$ cat src/rtl/updown_counter_mod_if.sv
// Control and status bundle for updown_counter_mod.
// The master drives the count controls; the slave (the counter) returns count and status.
interface updown_counter_mod_if #(
  parameter int N = 8
);
  logic         en;
  logic         count_dir;
  logic         load;
  logic [N-1:0] load_val;
  logic         flag_clr;
  logic [N-1:0] count_out;
  logic         tc;
  logic         wrap;
  logic         ovf;
  logic         unf;

  modport master (
    output en, count_dir, load, load_val, flag_clr,
    input  count_out, tc, wrap, ovf, unf
  );

  modport slave (
    input  en, count_dir, load, load_val, flag_clr,
    output count_out, tc, wrap, ovf, unf
  );
endinterface

$ cat src/rtl/updown_counter_mod.sv
// Up/down counter with programmable modulus, wrap or saturate at the range ends,
// parallel load with clamping, and sticky overflow/underflow flags.
module updown_counter_mod #(
  parameter int     N        = 8,
  parameter longint MODULUS  = 256,
  parameter bit     SATURATE = 1'b0
) (
  input  logic                 clk,
  input  logic                 rst,
  updown_counter_mod_if.slave  bus
);

  generate
    if (MODULUS < 2 || MODULUS > (64'sd1 <<< N)) begin : g_bad_modulus
      $error("updown_counter_mod: MODULUS must lie in 2..2**N");
    end
  endgenerate

  // One extra bit so MODULUS = 2**N neither truncates nor aliases to zero.
  localparam logic [N:0]   MAX_EXT = (N+1)'(MODULUS - 1);
  localparam logic [N-1:0] TOP     = MAX_EXT[N-1:0];

  logic [N-1:0] count_reg, count_next;
  logic         wrap_reg, wrap_next;
  logic         ovf_reg, ovf_next;
  logic         unf_reg, unf_next;

  logic [N:0]   count_ext;
  logic [N:0]   load_ext;
  logic [N:0]   count_plus;
  logic [N-1:0] count_minus;
  logic         at_top;
  logic         at_bottom;

  assign count_ext   = {1'b0, count_reg};
  assign load_ext    = {1'b0, bus.load_val};
  assign count_plus  = count_ext + {{N{1'b0}}, 1'b1};
  assign count_minus = count_reg - {{(N-1){1'b0}}, 1'b1};
  assign at_top      = (count_ext == MAX_EXT);
  assign at_bottom   = (count_reg == '0);

  always_comb begin
    count_next = count_reg;
    wrap_next  = 1'b0;
    // Clear first so a same-edge overflow/underflow below overrides it.
    ovf_next   = ovf_reg & ~bus.flag_clr;
    unf_next   = unf_reg & ~bus.flag_clr;
    if (bus.load) begin
      count_next = (load_ext > MAX_EXT) ? TOP : bus.load_val;
    end else if (bus.en) begin
      if (bus.count_dir) begin
        if (at_top) begin
          ovf_next = 1'b1;
          if (!SATURATE) begin
            count_next = '0;
            wrap_next  = 1'b1;
          end
        end else begin
          count_next = count_plus[N-1:0];
        end
      end else begin
        if (at_bottom) begin
          unf_next = 1'b1;
          if (!SATURATE) begin
            count_next = TOP;
            wrap_next  = 1'b1;
          end
        end else begin
          count_next = count_minus;
        end
      end
    end
  end

  always_ff @(posedge clk) begin
    if (rst) begin
      count_reg <= '0;
      wrap_reg  <= 1'b0;
      ovf_reg   <= 1'b0;
      unf_reg   <= 1'b0;
    end else begin
      count_reg <= count_next;
      wrap_reg  <= wrap_next;
      ovf_reg   <= ovf_next;
      unf_reg   <= unf_next;
    end
  end

  assign bus.count_out = count_reg;
  assign bus.wrap      = wrap_reg;
  assign bus.ovf       = ovf_reg;
  assign bus.unf       = unf_reg;
  assign bus.tc        = bus.count_dir ? at_top : at_bottom;

endmodule

$ cat src/flat_wrapper.sv
// flat-port wrapper written by rule: the top's interface ports become plain ports
module updown_counter_mod_flat 
#(
  parameter int     N        = 8,
  parameter longint MODULUS  = 256,
  parameter bit     SATURATE = 1'b0
)
  (clk, rst, bus_en, bus_count_dir, bus_load, bus_load_val, bus_flag_clr, bus_count_out, bus_tc, bus_wrap, bus_ovf, bus_unf);
  updown_counter_mod_if #(.N(N)) bus_i ();
  input  logic clk;
  input  logic rst;
  input wire logic [$bits(bus_i.en)-1:0] bus_en;
  input wire logic [$bits(bus_i.count_dir)-1:0] bus_count_dir;
  input wire logic [$bits(bus_i.load)-1:0] bus_load;
  input wire logic [$bits(bus_i.load_val)-1:0] bus_load_val;
  input wire logic [$bits(bus_i.flag_clr)-1:0] bus_flag_clr;
  output wire logic [$bits(bus_i.count_out)-1:0] bus_count_out;
  output wire logic [$bits(bus_i.tc)-1:0] bus_tc;
  output wire logic [$bits(bus_i.wrap)-1:0] bus_wrap;
  output wire logic [$bits(bus_i.ovf)-1:0] bus_ovf;
  output wire logic [$bits(bus_i.unf)-1:0] bus_unf;
  assign bus_i.en = bus_en;
  assign bus_i.count_dir = bus_count_dir;
  assign bus_i.load = bus_load;
  assign bus_i.load_val = bus_load_val;
  assign bus_i.flag_clr = bus_flag_clr;
  assign bus_count_out = bus_i.count_out;
  assign bus_tc = bus_i.tc;
  assign bus_wrap = bus_i.wrap;
  assign bus_ovf = bus_i.ovf;
  assign bus_unf = bus_i.unf;
  updown_counter_mod #(.N(N), .MODULUS(MODULUS), .SATURATE(SATURATE)) u_core (.clk(clk), .rst(rst), .bus(bus_i));
endmodule
$ cat config.mk
export PLATFORM = sky130hd
export DESIGN_NAME = updown_counter_mod_flat
export DESIGN_NICKNAME = d
export VERILOG_FILES = /design/src/rtl/updown_counter_mod_if.sv /design/src/rtl/updown_counter_mod.sv /design/src/flat_wrapper.sv
export SDC_FILE = /design/constraint.sdc
export NUM_CORES = 1
export LEC_CHECK = 0
export CORE_MARGIN = 2
export CORE_UTILIZATION = 47
export CTS_CLUSTER_DIAMETER = 50
export DETAILED_ROUTE_END_ITERATION = 16
export HOLD_SLACK_MARGIN = 0.06
export PLACE_DENSITY = 0.77
export SKIP_LAST_GASP = 1
export SLEW_MARGIN = 20
export SYNTH_ARGS = -nofsm -noshare
export SYNTH_HDL_FRONTEND = slang
export SYNTH_SLANG_ARGS = --single-unit
$ cat constraint.sdc
create_clock -name clk -period 2.39 [get_ports clk]
set_clock_uncertainty 0.1 [all_clocks]
set_input_delay 0.478 -clock clk [delete_from_list [all_inputs] [get_ports clk]]
set_output_delay 0.478 -clock clk [all_outputs]
set_load 0.01 [all_outputs]
==> impl_metrics.py <==
metrics = {
    "setup_path": {
        "critical_path_required_ns": 1.81,
        "critPathCaptureType": "output port",
        "worstSetupPathType": "input pin to output port",
        "slowest_stage": "clkdlybuf4s50_1",
        "reg2reg_depth": 7,
        "crit_fanout": 3,
        "max_stage_delay_ns": 0.53,
        "worstPathCellList": "clkdlybuf4s50_1 > inv_1 > and3_4 > or2_1 > dlygate4sd2_1",
        "reg2reg_slack_ns": 0.58,
        "worstPathArrival_ns": 1.76,
        "start_kind": "input pin",
    },
    "clock_tree": {
        "cts-buffers-inserted": 3,
        "root_buffer": "clkbuf_4",
        "cts_tree": "yes",
        "cts.clk_slew.worst_paths_ns": 0.08,
        "cts.sinks": 11,
        "worstSkewPairLatency_ns": 0.28,
        "clockBufferDepth": 2,
        "htreeDepth": 1,
        "holdBufCountCts": 0,
    },
    "timing": {
        "slew_headroom_pct": 63.0,
        "final-max-slew-violation-count": 0,
        "setup_viol": 0,
        "final.min_clock_period_ns": 2.33,
        "fin_setup_tns_ns": 0,
        "rsz0062_at_grt": "no",
        "timing.final.crit_share_pct": 97.6,
        "timing.final.hold_violations": 0,
        "timing.fmax_mhz": 429,
        "worst_pin_slew_ns": 0.553,
        "worst_slack_ns": 0.0569,
    },
    "drt": {
        "ant_nets": 0,
        "drc_errors": 0,
        "first_pass_iters": 4,
        "routed_wirelength_mm": 2.75,
        "first_iter_violations": 61,
        "wl_per_cell_um": 14.6,
        "via_per_inst": 5.84,
        "num_vias": 1098,
    },
    "global_route": {
        "grt_remaining_overflow": 0,
        "grt_usage_pct": 25.3,
        "grt_max_degree": 14,
        "antenna_found_initial": 0,
        "grt_pass1_vias": 1056,
        "grt_first_pass_wirelength_mm": 4.68,
    },
    "synth": {
        "synth.most_common_cell": "a21oi_1",
        "synth.largest_area_cell": "dfxtp_1",
        "ys_ff_latch": 11,
        "syn_nets": 140,
        "synth_area_leaders": "dfxtp_1, a21oi_1, nor2_1",
        "ys_warn_count": 0,
        "synthTopCellsByCount": "a21oi_1, nor2_1, dfxtp_1",
        "synthFlopType": "dfxtp_1",
        "syn_inst": 123,
        "synth_edf_count": 0,
        "seq_area_frac_synth_pct": 23.7,
        "syn_area_per_cell_um2": 7.56,
        "ys_types": 45,
        "synth_top_area_share_pct": 23.7,
        "async_flop_share_pct": 0,
        "syn-cell-area_um2": 930,
    },
    "power": {
        "finalPower_w": 0.000569,
        "ir_drop_v": 0.000298,
        "static-leakage-power_nw": 0.516,
        "cellPowerDensity_nw_per_um2": 429,
    },
    "run_status": {
        "status": "complete, no violations",
    },
    "placement": {
        "gp_congestion": 0.935,
        "dp_hpwl_mm": 2.06,
        "numPortBuffers": 25,
        "placed_cells": 184,
        "pre_cts_ws_ns": -0.178,
    },
    "die": {
        "die-width_um": 48.5,
        "pin_count": 26,
        "initial_utilization_pct": 48.4,
        "die_y_um": 48.5,
        "core_um2": 1920,
        "rows": 16,
        "dieArea_um2": 2350,
    },
    "finish": {
        "utilization_pct": 69.0,
        "nets": 179,
        "n_antenna_cell": 0,
        "syn_to_final_growth_pct": 42.7,
        "multi_input_area_um2": 623,
        "fillerInstances": 180,
        "fin_cells": 188,
        "largest_register_ffs": 8,
        "final-seq-area_um2": 221,
        "layout-drive-gt1-share_pct": 18.0,
    },
    "hold_path": {
        "min_path_cells": 3,
        "min_path_type": "flop to flop",
    },
    "job": {
        "maxCapViolCount": 0,
    },
}
worst max-delay path: cells and delay by family:
family        cells  cell delay [ns]
simple gates      2             0.38
buf+inv           3             0.89
cells by family (layout without fill, tap and decap cells):
group / after synthesis / in the layout / synth area share (%)
adder cells (fa/ha/maj): 3 / 3 / 4.04
XOR/XNOR: 4 / 4 / 3.77
AND/OR/NAND/NOR: 43 / 43 / 26.5
flip-flops: 11 / 11 / 23.7
buffers and inverters: 19 / 57 / 10.4
multiplexers: 1 / 1 / 1.08
AO/OA/AOI/OAI: 42 / 42 / 30.6
layer usage:
| metal | routed length [µm] | GRT usage, % | vias to the layer above | share of wire [%] |
|---|---|---|---|---|
| met3 | 225 | 5.25 | 10 | 8.2 |
| met1 | 1170 | 30.6 | 508 | 42 |
| met4 | 51 | 11.4 | 0 | 1.9 |
| met2 | 1310 | 43.1 | 59 | 48 |
| li1 | - | - | 521 | - |
| met5 | 0 | 0 | - | 0 |
cell usage in the layout (no fill, tap or decap), types with 2 or more instances in the layout:
cell type        count
a211oi_1             2
a21oi_1             13
a31oi_1              2
buf_4               18
clkbuf_4             3
clkdlybuf4s50_1     24
dfxtp_1             10
ha_1                 3
inv_1               10
nand2_1              4
nand2b_1             2
nand3_1              5
nor2_1              12
nor2b_1              4
nor3_1               4
nor3b_1              3
o21ai_0              7
xnor2_1              4
worst paths after layout:
kind	from	endpoint
setup / recovery	bus_count_dir	bus_tc
hold / removal	u_core.bus.ovf$_SDFF_PP0_	u_core.bus.ovf$_SDFF_PP0_
setup reg to reg	u_core.bus.count_out[0]$_SDFFE_PP0P_	u_core.bus.count_out[4]$_SDFFE_PP0P_
hold reg to reg	u_core.bus.ovf$_SDFF_PP0_	u_core.bus.ovf$_SDFF_PP0_
power breakdown:
part           switching [W]  total (W)  internal (W)
clock              0.0000723   0.000137     0.0000647
sequential         0.0000157   0.000210      0.000195
combinational       0.000104   0.000221      0.000118
timing repair:
item / CTS / global route
setup endpoints to repair: 1 / 1
hold endpoints to repair: 0 / 0
gates resized for setup: 2 / 2
setup buffers: 0 / 0
per-stage QoR:
stage / hold slack (ns) / area (µm²)
finish: 0.509 / 1330
global route: 0.589 / 1330
CTS: 0.513 / 1320
detailed placement: 0.490 / 1290
global placement: 0.485 / 1290
floorplan: 0.521 / 930
cell type report:
type | instances | share of cell area (%)
clock buffers | 4 | 1.98
inverters | 10 | 2.83
multi-input cells | 93 | 47.0
flip-flops and latches | 11 | 16.7
well taps | 27 | 2.55
repair buffers | 43 | 29.0
No activity file was read; power rests on OpenSTA's default activity.
